[src/rtl/mem_stage_ctrl_if.sv]
// EX/MEM -> data memory -> MEM/WB signal bundle for mem_stage_ctrl.
// master = the memory stage controller, slave = the pipe/memory around it.
interface mem_stage_ctrl_if #(parameter int DATA_W = 16);
  logic              ex_valid;
  logic [DATA_W-1:0] ex_addr;
  logic [DATA_W-1:0] ex_wdata;
  logic              ex_rd_en;
  logic              ex_wr_en;
  logic              ex_halt;
  logic              stall;
  logic              mem_req;
  logic              mem_wr;
  logic [DATA_W-1:0] mem_addr;
  logic [DATA_W-1:0] mem_wdata;
  logic [DATA_W-1:0] mem_rdata;
  logic              mem_done;
  logic              wb_valid;
  logic [DATA_W-1:0] wb_data;
  logic              wb_err;
  logic              halt_q;

  modport master (
    input  ex_valid, ex_addr, ex_wdata, ex_rd_en, ex_wr_en, ex_halt, mem_rdata, mem_done,
    output stall, mem_req, mem_wr, mem_addr, mem_wdata, wb_valid, wb_data, wb_err, halt_q
  );

  modport slave (
    output ex_valid, ex_addr, ex_wdata, ex_rd_en, ex_wr_en, ex_halt, mem_rdata, mem_done,
    input  stall, mem_req, mem_wr, mem_addr, mem_wdata, wb_valid, wb_data, wb_err, halt_q
  );
endinterface

[src/rtl/mem_stage_ctrl.sv]
// MEM stage controller: issues multi-cycle data-memory requests, stalls the front of the pipe,
// hands results to MEM/WB, captures HALT and aborts on timeout. Option macro: ALIGN_CHECK_EN.
module mem_stage_ctrl #(
  parameter int DATA_W      = 16,
  parameter int TIMEOUT_CYC = 15
) (
  input  logic              clk,
  input  logic              rst,
  mem_stage_ctrl_if.master  bus
);
  localparam logic [0:0] IDLE = 1'b0;
  localparam logic [0:0] BUSY = 1'b1;
  localparam logic [7:0] CNT_LAST = 8'(TIMEOUT_CYC - 1);

  logic [0:0] state;
  logic [7:0] cnt;
  logic       is_mem, take, misalign, done_hit, tmo_hit;

  assign is_mem = bus.ex_rd_en | bus.ex_wr_en;
  assign take   = (state == IDLE) & bus.ex_valid & ~bus.halt_q;

`ifdef ALIGN_CHECK_EN
  assign misalign = bus.ex_addr[0];
`else
  assign misalign = 1'b0;
`endif

  assign done_hit = (state == BUSY) & bus.mem_done;
  assign tmo_hit  = (state == BUSY) & ~bus.mem_done & (cnt == CNT_LAST);

  // Gated by reset so every output reads 0 while reset is held.
  assign bus.stall = rst & ((take & ~bus.ex_halt & is_mem & ~misalign) |
                            ((state == BUSY) & ~done_hit & ~tmo_hit));

  always_ff @(posedge clk or negedge rst) begin
    if (!rst) begin
      state         <= IDLE;
      cnt           <= '0;
      bus.mem_req   <= 1'b0;
      bus.mem_wr    <= 1'b0;
      bus.mem_addr  <= '0;
      bus.mem_wdata <= '0;
      bus.wb_valid  <= 1'b0;
      bus.wb_data   <= '0;
      bus.wb_err    <= 1'b0;
      bus.halt_q    <= 1'b0;
    end else begin
      bus.mem_req  <= 1'b0;
      bus.wb_valid <= 1'b0;
      bus.wb_err   <= 1'b0;
      case (state)
        IDLE: begin
          if (take) begin
            if (bus.ex_halt) begin
              bus.halt_q   <= 1'b1;
              bus.wb_valid <= 1'b1;
              bus.wb_data  <= bus.ex_addr;
            end else if (!is_mem) begin
              bus.wb_valid <= 1'b1;
              bus.wb_data  <= bus.ex_addr;
            end else if (misalign) begin
              bus.wb_valid <= 1'b1;
              bus.wb_err   <= 1'b1;
              bus.wb_data  <= bus.ex_addr;
            end else begin
              // Write wins when both enables are set.
              state         <= BUSY;
              cnt           <= '0;
              bus.mem_req   <= 1'b1;
              bus.mem_wr    <= bus.ex_wr_en;
              bus.mem_addr  <= bus.ex_addr;
              bus.mem_wdata <= bus.ex_wdata;
            end
          end
        end
        BUSY: begin
          cnt <= cnt + 8'd1;
          if (done_hit) begin
            state        <= IDLE;
            bus.wb_valid <= 1'b1;
            bus.wb_data  <= bus.mem_wr ? bus.mem_addr : bus.mem_rdata;
          end else if (tmo_hit) begin
            state        <= IDLE;
            bus.wb_valid <= 1'b1;
            bus.wb_err   <= 1'b1;
            bus.wb_data  <= bus.mem_addr;
          end
        end
        default: state <= IDLE;
      endcase
    end
  end
endmodule

[src/flat_wrapper.sv]
// flat-port wrapper written by rule: the top's interface ports become plain ports
module mem_stage_ctrl_flat 
#(
  parameter int DATA_W      = 16,
  parameter int TIMEOUT_CYC = 15
)
  (clk, rst, bus_ex_valid, bus_ex_addr, bus_ex_wdata, bus_ex_rd_en, bus_ex_wr_en, bus_ex_halt, bus_mem_rdata, bus_mem_done, bus_stall, bus_mem_req, bus_mem_wr, bus_mem_addr, bus_mem_wdata, bus_wb_valid, bus_wb_data, bus_wb_err, bus_halt_q);
  mem_stage_ctrl_if #(.DATA_W(DATA_W)) bus_i ();
  input  logic clk;
  input  logic rst;
  input wire logic [$bits(bus_i.ex_valid)-1:0] bus_ex_valid;
  input wire logic [$bits(bus_i.ex_addr)-1:0] bus_ex_addr;
  input wire logic [$bits(bus_i.ex_wdata)-1:0] bus_ex_wdata;
  input wire logic [$bits(bus_i.ex_rd_en)-1:0] bus_ex_rd_en;
  input wire logic [$bits(bus_i.ex_wr_en)-1:0] bus_ex_wr_en;
  input wire logic [$bits(bus_i.ex_halt)-1:0] bus_ex_halt;
  input wire logic [$bits(bus_i.mem_rdata)-1:0] bus_mem_rdata;
  input wire logic [$bits(bus_i.mem_done)-1:0] bus_mem_done;
  output wire logic [$bits(bus_i.stall)-1:0] bus_stall;
  output wire logic [$bits(bus_i.mem_req)-1:0] bus_mem_req;
  output wire logic [$bits(bus_i.mem_wr)-1:0] bus_mem_wr;
  output wire logic [$bits(bus_i.mem_addr)-1:0] bus_mem_addr;
  output wire logic [$bits(bus_i.mem_wdata)-1:0] bus_mem_wdata;
  output wire logic [$bits(bus_i.wb_valid)-1:0] bus_wb_valid;
  output wire logic [$bits(bus_i.wb_data)-1:0] bus_wb_data;
  output wire logic [$bits(bus_i.wb_err)-1:0] bus_wb_err;
  output wire logic [$bits(bus_i.halt_q)-1:0] bus_halt_q;
  assign bus_i.ex_valid = bus_ex_valid;
  assign bus_i.ex_addr = bus_ex_addr;
  assign bus_i.ex_wdata = bus_ex_wdata;
  assign bus_i.ex_rd_en = bus_ex_rd_en;
  assign bus_i.ex_wr_en = bus_ex_wr_en;
  assign bus_i.ex_halt = bus_ex_halt;
  assign bus_i.mem_rdata = bus_mem_rdata;
  assign bus_i.mem_done = bus_mem_done;
  assign bus_stall = bus_i.stall;
  assign bus_mem_req = bus_i.mem_req;
  assign bus_mem_wr = bus_i.mem_wr;
  assign bus_mem_addr = bus_i.mem_addr;
  assign bus_mem_wdata = bus_i.mem_wdata;
  assign bus_wb_valid = bus_i.wb_valid;
  assign bus_wb_data = bus_i.wb_data;
  assign bus_wb_err = bus_i.wb_err;
  assign bus_halt_q = bus_i.halt_q;
  mem_stage_ctrl #(.DATA_W(DATA_W), .TIMEOUT_CYC(TIMEOUT_CYC)) u_core (.clk(clk), .rst(rst), .bus(bus_i));
endmodule
[config.mk]
export PLATFORM = sky130hd
export DESIGN_NAME = mem_stage_ctrl_flat
export DESIGN_NICKNAME = d
export VERILOG_FILES = /design/src/rtl/mem_stage_ctrl_if.sv /design/src/rtl/mem_stage_ctrl.sv /design/src/flat_wrapper.sv
export SDC_FILE = /design/constraint.sdc
export NUM_CORES = 1
export LEC_CHECK = 0
export ABC_AREA = 1
export CAP_MARGIN = 40
export CORE_MARGIN = 5
export CORE_UTILIZATION = 25
export CTS_BUF_LIST = sky130_fd_sc_hd__clkbuf_8
export CTS_CLUSTER_SIZE = 40
export DETAILED_ROUTE_END_ITERATION = 10
export PLACE_DENSITY = 0.56
export SETUP_SLACK_MARGIN = 0.1
export SLEW_MARGIN = 40
export SYNTH_ARGS = -nofsm -noshare
export SYNTH_HDL_FRONTEND = slang
export SYNTH_SLANG_ARGS = --single-unit
[constraint.sdc]
create_clock -name clk -period 1.3 [get_ports clk]
set_input_delay 0.325 -clock clk [delete_from_list [all_inputs] [get_ports clk]]
set_output_delay 0.325 -clock clk [all_outputs]
set_load 0.01 [all_outputs]
==> results.tsv <==
stage	metric	value	unit
status	status	complete, but fails checks	
status	failing checks	negative setup slack	
final_layout	Finished Cell Area	0.00571	sq mm
synthesis	Synthesized Nets	455	
timing	RSZ-0062 raised after global routing	true	
placed_design	Placer Congestion	0.813	
final_layout	Nets	639	
synthesis	Post-Synthesis Cells	398	
route	total routed wirelength	11600	um
synthesis	prevailing post-synth register cell	dfrtp_1	
global_route	vias in the first global route	3412	
route	Initial DRC Count	171	
die	Die Span Y	120	um
placed_design	placed cell area	0.00448	sq mm
die	Die W	120	um
timing	crit share post-route	133	%
power	Leakage	2.92	nW
synthesis	flops & latches, synth	62	
die	Core Box Area	0.0120	sq mm
global_route	global route overflow	0	
global_route	met1 global-route usage	20.1	%
route	DR vias	3284	
worst_setup_path	worst path required time	980	ps
final_layout	# diodes	0	
power	total power	8.08	mW
clock_network	H-tree depth	3	
timing	setup ws final	-435	ps
worst_setup_path	CP Capture Type	output port	
worst_setup_path	critical-path maximum fanout	2	
placed_design	setup slack after placement	-812	ps
clock_network	Worst-path clk slew	80	ps
worst_setup_path	Worst Path Arrival	1410	ps
clock_network	Skew-Pair Late Insertion Delay	350	ps
route	Avg Vias per Cell	4.47	
worst_setup_path	Startpoint Class	register	
global_route	met3 GRT Util	5.00	%
synthesis	Synth Cell Area	0.00303	sq mm
clock_network	CTS root buf	clkbuf_8	
timing	worst slew pin tran	450	ps
clock_network	CTS Sinks	62	
die	row cnt	40	
synthesis	Unique masters post-synth	24	
timing	Slew Viols, Final	0	
clock_network	CTS tree	done	
placed_design	Port Buf Inserts	108	
synthesis	yosys warns	0	
route	Routed Antenna Nets	0	
power	Peak VDD IR	0.685	mV
worst_setup_path	kind of critical path	register to output port	
route	# DRC	0	
timing	setup TNS	-11390	ps
die	die footprint	0.0144	sq mm
global_route	GR Util All Layers	16.1	%
power	P per Cell Area	1420	mW/mm^2
timing	min Tclk post-route	1730	ps
final_layout	Area Growth Syn to Fin	88.5	%
timing	Final Skew	14.2	ps
min_path	Hold WC Path Type	input port to asynchronous set/reset pin	
synthesis	Post-synth EDFFs	0	
worst_setup_path	worst reg2reg setup slack	-320	ps
timing	Worst slew margin	70.0	%
timing	Fmax	576	MHz
clock_network	Longest Clk Path Bufs	2	
synthesis	Syn Area/Cell	7.61	sq um
global_route	first-pass GRT wire length	18300	um
synthesis	Synth async-reset ratio	100	%
timing	final setup violation count	60	
flow_run	max_cap viols	0	
route	TritonRoute pass-1 iters	4	
global_route	pin count of the biggest net entering global routing	34	
route	WL/cell	15.8	um
clock_network	CTS buffer count	9	
global_route	GR Layer Usage met2	27.3	%
final_layout	share of post-route cells with drive strength above 1	45.5	%
global_route	initial antenna violation count	0	
synthesis	sequential share of the synthesized area	51.2	%
placed_design	DP HPWL	6500	um
die	Ports	109	
timing	final hold violation count	0	
global_route	gr busiest metal	met2	
die	Starting Density	25.3	%
==> worst paths after layout <==
check / startpoint / end / depth (start not counted)
max: u_core.cnt[0]$_DFFE_PN0P_ / bus_stall / 6
min: rst / u_core.bus.wb_data[7]$_DFFE_PN0P_ / 3
max reg2reg: u_core.cnt[0]$_DFFE_PN0P_ / u_core.bus.wb_data[8]$_DFFE_PN0P_ / 11
min reg2reg: u_core.bus.wb_data[0]$_DFFE_PN0P_ / u_core.bus.wb_data[0]$_DFFE_PN0P_ / 2
max in group asynchronous: rst / u_core.state$_DFF_PN0_ / 3
min in group clk: bus_ex_valid / u_core.bus.halt_q$_DFFE_PN0P_ / 2
==> flip-flops by register name, indices dropped and copies added (netlist names) <==
name and cells:
u_core.bus.halt_q 1, u_core.bus.mem_addr 16, u_core.bus.mem_req 1, u_core.bus.mem_wdata 16, u_core.bus.mem_wr 1, u_core.bus.wb_data 16, u_core.bus.wb_err 1, u_core.bus.wb_valid 1
u_core.cnt 8, u_core.state 1
==> cells by family (layout without fill, tap and decap cells) <==
| family | count (synthesis) | after routing | synth area share, % |
|---|---|---|---|
| buffers and inverters | 64 | 253 | 9.62 |
| and+or+nand+nor | 235 | 235 | 32.0 |
| AOI/OAI and AO/OA | 35 | 35 | 6.32 |
| adders and majority gates | 2 | 2 | 0.826 |
| DFF | 62 | 62 | 51.2 |
==> Yosys cell counts (3+ instances only) <==
cell type	number	share of area (%)
a21oi_1	4	0.66
buf_2	5	0.83
buf_4	4	0.99
buf_6	4	1.5
clkbuf_1	3	0.37
dfrtp_1	62	51
inv_1	44	5.5
inv_2	4	0.50
nand2_1	189	23
nand2_2	3	0.62
nand3_1	26	4.3
nor2_1	6	0.74
nor2_2	3	0.62
nor2_4	3	1.1
o21ai_0	21	3.5
o21ai_1	4	0.66
==> per-stage QoR <==
stage | cells | util [%] | hold WS (ps)
final | 734 | 47.7 | 201
after global routing | 734 | 47.7 | 250
after CTS | 715 | 44.3 | 211
after detailed placement | 665 | 37.4 | 456
after global placement | 665 | 37.4 | 461
after floorplan | 398 | - | 29.4
==> final cells by class <==
cell class / count / area (sq um)
multi-input cells: 272 / 1660
clock buffers: 9 / 124
well taps: 147 / 184
repair buffers: 189 / 1900
fillers: 1117 / 6250
flip-flops and latches: 62 / 1550
inverters: 48 / 193
clock inverters: 7 / 98.8
==> worst max-delay path, cell delays in order, from the launching register on <==
cell      delay (ps)
dfrtp_1          400
inv_2             80
ha_4             140
nand3_4           90
o21ai_4          150
a21boi_2          60
buf_2            140
==> power by group <==
group,total [mW],switching [mW],internal [mW]
combinational,3.19,1.52,1.67
clock,1.95,0.861,1.09
sequential,2.94,0.401,2.54
==> metal layers <==
metal	routed length (um)	vias up	part of all wire, %
met1	4850	1558	42
met4	159	0	1.4
met2	5770	113	50
li1	-	1594	-
met5	0	-	0
met3	814	19	7.0
==> cells in the final DEF (no fill, tap or decap), types with 4 or more instances in the layout <==
master,count
nand2_2,38
buf_6,26
nor2_4,5
o21ai_1,6
nand3_2,8
o21ai_2,16
dfrtp_1,61
nand3_1,17
inv_1,41
clkdlybuf4s50_1,50
nand2_4,19
buf_12,17
buf_4,47
nand2_1,134
inv_2,6
clkbuf_8,9
buf_16,6
nor2_2,4
buf_2,38
==> timing repair <==
item | 4_1_cts | 5_1_grt
pin swaps | 13 | 24
resized for setup | 341 | 79
setup buffers | 24 | 25
cloned | 10 | 0
hold buffers | 0 | 0
endpoints found under the setup margin | 113 | 114
endpoints found under the hold margin | 0 | 0
(Power assumes the default switching activity.)
